$ cat src/rtl/mult8_seq_4x4_ctrl.sv
// Sequential 8x8 unsigned multiplier that drives one external 4x4 core through four
// nibble sub-products and shift-accumulates them into a 16-bit product.
module mult8_seq_4x4_ctrl #(
    parameter int unsigned MUL_LAT = 0
) (
    input  logic        clk,
    input  logic        rst_n,
    input  logic        in_valid,
    output logic        in_ready,
    input  logic [7:0]  a,
    input  logic [7:0]  b,
    output logic [3:0]  mul_a,
    output logic [3:0]  mul_b,
    input  logic [7:0]  mul_p,
    output logic        out_valid,
    input  logic        out_ready,
    output logic [15:0] p,
    output logic        busy
);

    typedef enum logic [1:0] {
        StIdle,
        StCalc,
        StDone
    } state_e;

    // Any non-zero latency selects the registered-core timing (one wait edge per step).
    localparam bit HasWait = (MUL_LAT != 0);

    state_e      state_q, state_d;
    logic [1:0]  step_q, step_d;
    logic        phase_q, phase_d;
    logic [7:0]  a_q, a_d;
    logic [7:0]  b_q, b_d;
    logic [15:0] acc_q, acc_d;
    logic [15:0] p_q, p_d;
    logic        out_valid_q, out_valid_d;

    logic [15:0] addend;
    logic [15:0] acc_sum;

    always_comb begin
        mul_a = 4'h0;
        mul_b = 4'h0;
        if (state_q == StCalc) begin
            unique case (step_q)
                2'd0: begin
                    mul_a = a_q[3:0];
                    mul_b = b_q[3:0];
                end
                2'd1: begin
                    mul_a = a_q[3:0];
                    mul_b = b_q[7:4];
                end
                2'd2: begin
                    mul_a = a_q[7:4];
                    mul_b = b_q[3:0];
                end
                2'd3: begin
                    mul_a = a_q[7:4];
                    mul_b = b_q[7:4];
                end
                default: begin
                    mul_a = 4'h0;
                    mul_b = 4'h0;
                end
            endcase
        end
    end

    // Core result is taken unmodified; the sum wraps so an approximate core cannot overflow it.
    always_comb begin
        addend = 16'h0000;
        unique case (step_q)
            2'd0:    addend = {8'h00, mul_p};
            2'd1:    addend = {4'h0, mul_p, 4'h0};
            2'd2:    addend = {4'h0, mul_p, 4'h0};
            2'd3:    addend = {mul_p, 8'h00};
            default: addend = 16'h0000;
        endcase
        acc_sum = acc_q + addend;
    end

    always_comb begin
        state_d     = state_q;
        step_d      = step_q;
        phase_d     = phase_q;
        a_d         = a_q;
        b_d         = b_q;
        acc_d       = acc_q;
        p_d         = p_q;
        out_valid_d = out_valid_q;

        case (state_q)
            StIdle: begin
                if (in_valid) begin
                    a_d     = a;
                    b_d     = b;
                    acc_d   = 16'h0000;
                    step_d  = 2'd0;
                    phase_d = 1'b0;
                    state_d = StCalc;
                end
            end
            StCalc: begin
                if (HasWait && !phase_q) begin
                    phase_d = 1'b1;
                end else begin
                    phase_d = 1'b0;
                    acc_d   = acc_sum;
                    if (step_q == 2'd3) begin
                        p_d         = acc_sum;
                        out_valid_d = 1'b1;
                        state_d     = StDone;
                    end else begin
                        step_d = step_q + 2'd1;
                    end
                end
            end
            StDone: begin
                if (out_ready) begin
                    out_valid_d = 1'b0;
                    step_d      = 2'd0;
                    state_d     = StIdle;
                end
            end
            default: begin
                out_valid_d = 1'b0;
                state_d     = StIdle;
            end
        endcase
    end

    always_ff @(posedge clk or negedge rst_n) begin
        if (!rst_n) begin
            state_q     <= StIdle;
            step_q      <= 2'd0;
            phase_q     <= 1'b0;
            a_q         <= 8'h00;
            b_q         <= 8'h00;
            acc_q       <= 16'h0000;
            p_q         <= 16'h0000;
            out_valid_q <= 1'b0;
        end else begin
            state_q     <= state_d;
            step_q      <= step_d;
            phase_q     <= phase_d;
            a_q         <= a_d;
            b_q         <= b_d;
            acc_q       <= acc_d;
            p_q         <= p_d;
            out_valid_q <= out_valid_d;
        end
    end

    assign in_ready  = (state_q == StIdle);
    assign busy      = (state_q != StIdle);
    assign out_valid = out_valid_q;
    assign p         = p_q;

endmodule

$ cat config.mk
export PLATFORM = sky130hd
export DESIGN_NAME = mult8_seq_4x4_ctrl
export DESIGN_NICKNAME = d
export VERILOG_FILES = /design/src/rtl/mult8_seq_4x4_ctrl.sv
export SDC_FILE = /design/constraint.sdc
export NUM_CORES = 1
export LEC_CHECK = 0
export CORE_ASPECT_RATIO = 0.6
export CORE_UTILIZATION = 50
export CTS_CLUSTER_DIAMETER = 50
export DETAILED_ROUTE_END_ITERATION = 8
export PLACE_DENSITY = 0.74
export SYNTH_ARGS = -nofsm -noshare
export SYNTH_HDL_FRONTEND = slang
export SYNTH_SLANG_ARGS = --single-unit
$ cat constraint.sdc
create_clock -name clk -period 6.3 [get_ports clk]
set_input_delay 1.26 -clock clk [delete_from_list [all_inputs] [get_ports clk]]
set_output_delay 1.26 -clock clk [all_outputs]
set_load 0.05 [all_outputs]
After elaboration in Yosys (flattened, before gate mapping)
Cells that the tools add are included.
{ "word_totals": {"output_inout_bits": 27, "inputBits": 28, "mem_count": 0, "latch_bits": 0, "rom_bits": 0, "elab_cells": 52, "regBits": 53, "ramBits": 0} }
{ "op_classes": {"eq_ne": 9, "addsub": 2, "n_bitwise": 1, "div": 0, "multipliers": 0, "n_shift": 0, "n_reduce_logical": 16, "n_mux": 17, "order_cmp": 0} }
{ "ops": {"columns": ["op", "n"], "rows": [
  ["16-bit case mux with 3 select lines", 1],
  ["16-bit case mux with 2 select lines", 1],
  ["16-bit adder", 1],
  ["16-bit two-way mux", 1],
  ["4-bit case mux with 2 select lines", 2],
  ["2-bit case mux with 3 select lines", 2],
  ["2-bit two-way mux", 5],
  ["2-bit OR reduction", 5],
  ["4-bit two-way mux", 2],
  ["2-bit == test, second input constant", 3],
  ["2-bit != test, second input constant", 3],
  ["2-bit AND reduction", 3],
  ["3-bit AND reduction", 2],
  ["2-bit by 1-bit == test with 1-bit output, second input constant", 2],
  ["2-bit zero test", 2],
  ["4-bit AND reduction", 1],
  ["2-bit nonzero test", 2],
  ["1-bit case mux with 3 select lines", 1],
  ["3-bit nonzero test", 1],
  ["2-bit by 1-bit adder with 2-bit output, second input constant", 1],
  ["1-bit two-way mux", 2],
  ["2-bit by 1-bit != test with 1-bit output, second input constant", 1],
  ["1-bit NOT", 1]
]} }

Logic depth before layout (Yosys ltp)
{ "depth": {"depth_word": 5, "depth_mapped": 13, "depth_no_buf": 11} }

Worst setup path before layout
OpenSTA, ideal clock, no wires.
{ "synth_path": {"path_kind": "reg-to-output", "startpoint": "register step_q[0]", "endpoint": "output mul_a[1]", "path_stages_with_launch": 6, "t_required_ps": 5040, "n_path_buf": 2, "arrival_time_ps": 1991, "setup_slack_ps": 3049, "cell_sequence": "dfrtp_1 -> ha_1 -> clkbuf_1 -> clkbuf_1 -> o21ai_0 -> a21oi_1"} }
{ "synth_via": {"elab_chain_cells": 4, "word_cells_on_any_way": 8, "classes_between": "eq/ne (3); mux (2); reduce/logical (3)"} }
{ "synth_lines": {"columns": ["element", "line_no", "text"], "rows": [
  ["from (decl)", "31", "logic [1:0] step_q, step_d;"],
  ["from (signal assigned)", "146", "step_q <= step_d;"],
  ["2-bit == test (tied with other cells)", "46", "unique case (step_q)"],
  ["2-bit OR reduction (no line)", null, null],
  ["4-bit case mux with 2 select lines (*)", "46", null],
  ["4-bit two-way mux (*)", "45", "if (state_q == StCalc) begin"],
  ["to (decl)", "12", "output logic [3:0] mul_a,"]
]} }
Mark *: on every way between the ends. The rest lies on a longest branch, timed or not.

Final worst setup path
{ "layout_path": {"startpoint": "register step_q[0]", "endpoint": "output mul_b[2]"} }
{ "layout_via": {"elab_chain_cells": 4, "word_cells_on_any_way": 8, "classes_between": "eq/ne (3); mux (2); reduce/logical (3)"} }
{ "layout_lines": {"columns": ["element", "line_no", "text"], "rows": [
  ["2-bit == test (tied with other cells)", "46", null],
  ["2-bit OR reduction (no line)", null, null],
  ["4-bit case mux with 2 select lines (*)", "46", null],
  ["4-bit two-way mux (*)", "45", null],
  ["to (decl)", "13", "output logic [3:0] mul_b,"]
]} }
Marked as above.

==> metrics.txt <==
Tmin final 3.92 ns; smallest hold slack 0.488 ns; final cycle utilization of the critical path 62.2%; Max stage delay on crit path 0.81 ns; gr ovfl total 0; flop2flop setup slack 3.09 ns; buffer depth of the longest clock path 2; outcome complete, no violations; core area 5730 sq um; DIE WIDTH 103 um; syn_nets between 300 and 400; final antenna-violating net count 0; largest net degree at the start of global routing 54; Global Route Usage Sum 24.5%; Storage cell area ~1300 sq um; drt wl/cell roughly 16 um; fin area 3770 sq um; Startpoint Class flop; cts bufs inserted 5; post-synthesis sequential area ratio 43.6%; Worst path slowest cell clkdlybuf4s50_1; CP arrival 2.66 ns; first-pass GRT wire length around 12000 um; vias in the first global route 2503; multi-input logic area 1630 sq um; die area 6410 sq um; 1st-iter DRT viols 176; Sink Count 53; top cell type by total area after synthesis dfrtp_1; DP Wirelength 4910 um; Slew headroom around 39%; max_cap viols 0; FMAX 255 MHz; Fin. Hold Viols 0; DRC Markers 0; critical path peak fanout 22; ys async rst share 100%; Top FF cell, synth dfrtp_1; max-slew violations 0; post-CTS sizing 0; postcts setup bufs 0; initial core utilization 53.1%; share of cells above drive strength 1 10.7%; EDFF count, synth 0; crit-path cells ha_1 -> nor2_1 -> nand2_1 -> a21oi_1 -> clkdlybuf4s50_1; crit path kind flop to primary output; CP Capture Type primary output; Vias 2510; RePlAce Congestion 0.869; syn avg cell area approximately 9.7 sq um; Mapped Area approximately 3000 sq um; hold_buf cts 0; hold crit path type flop to flop; slew at the pin with the worst max-slew slack 0.908 ns; IO Port Bufs 54; initial antenna violation count 0; Setup Skew around 0.0094 ns; placed cell area ~3600 sq um; Syn Inst Count 314; Crit path required time roughly 5 ns; vias per cell 5.64; P&R area growth vs syn 24.2%; cells on worst reg2reg path 11; Hold Crit Depth 2; Synth cell types 45; final wirelength just under 7000 um; H-tree levels 2; Yosys reg bits 53; Yosys Warn Count 0; chip height 62.4 um; TNS Setup 0 ns; # IOs 55; CTS clk-pin slew, worst paths approximately 0.10 ns; clk_lat worst skew a little over 0.3 ns; RSZ-0062 raised after global routing false; TritonRoute pass-1 iters 4; Final nets 412; FILL cells between 400 and 500; # rows 21; clock root buffer clkbuf_8; antenna diode count 0; Yosys top cell area share 43.6%; CTS tree done; top cells by area, synth dfrtp_1 (44%), ha_1 (7.8%), mux2_2 (6.7%), o21ai_0 (6.3%), nand2_1 (4.7%); # setup viols final 0
[layout by cell type (no fill, tap or decap), types with 9 or more instances in the layout]
cell,instances
xor2_1,11
a21oi_1,22
ha_1,19
nand2_1,38
clkdlybuf4s50_1,53
o21ai_0,38
nor2_1,11
nand3_1,18
dfrtp_1,53
and2_1,9
mux2_2,18
[cell families (layout without fill, tap and decap cells)]
group	Yosys count	after routing	share of synthesized area, %
AND/OR/NAND/NOR	95	95	15.0
AO/OA/AOI/OAI	93	93	19.2
flip-flops	53	53	43.6
adder cells (fa/ha/maj)	20	20	8.48
multiplexers	20	20	7.32
buffers and inverters	20	71	2.63
XOR/XNOR	13	13	3.74
[registers in the layout, summed over array words and instances (netlist names)]
| name | flops |
|---|---|
| a_q | 8 |
| acc_q | 16 |
| b_q | 8 |
| out_valid | 1 |
| p | 16 |
| state_q | 2 |
| step_q | 2 |
[worst max-delay path, delay by kind of cell, from the launching register on]
family,cells,cell delay (ns)
fa+ha+maj,1,0.50
compound gates,1,0.13
flops,1,0.44
simple gates,2,0.45
buf+inv,1,0.81
[synthesized netlist by cell type, types with 5 or more instances]
library cell and number:
a21oi_1 22, and2_1 9, clkbuf_1 10, dfrtp_1 53, ha_1 19, inv_1 6
mux2_2 18, nand2_1 38, nand3_1 18, nand4_1 5, nor2_1 11, o21ai_0 38
xor2_1 11
[cell type report]
cell class / instances / area share, %
clock buffers: 5 / 1.82
repair buffers: 57 / 14.8
multi-input cells: 241 / 43.3
well taps: 80 / 2.65
clock inverters: 3 / 1.72
inverters: 6 / 0.597
flip-flops and latches: 53 / 35.1
[through the flow]
stage               cells  setup WS [ns]  util (%)
floorplan             314           3.05         -
global placement      437           2.56      63.6
detailed placement    437           2.47      63.6
CTS                   445           2.39      65.9
global route          445           2.22      65.9
finish                445           2.38      65.9
[worst paths after layout]
| kind | from | end |
|---|---|---|
| max reg2reg | step_q[0]$_DFFE_PN0P_ | acc_q[15]$_DFFE_PN0P_ |
| min reg2reg | p[10]$_DFFE_PN0P_ | p[10]$_DFFE_PN0P_ |
| max in group asynchronous | rst_n | p[6]$_DFFE_PN0P_ |
| min in group asynchronous | rst_n | a_q[2]$_DFFE_PN0P_ |
| min | p[10]$_DFFE_PN0P_ | p[10]$_DFFE_PN0P_ |
| max | step_q[0]$_DFFE_PN0P_ | mul_b[2] |
[routing by layer]
layer,GRT usage (%),vias up,wire length [um]
li1,-,1231,-
met1,38.3,1204,3630
met2,34.7,66,2850
met3,5.48,9,376
met4,4.46,0,53
met5,0,-,0
Power is not shown: default switching activity piles up to over one toggle a cycle in this logic, so the estimate is an artifact.
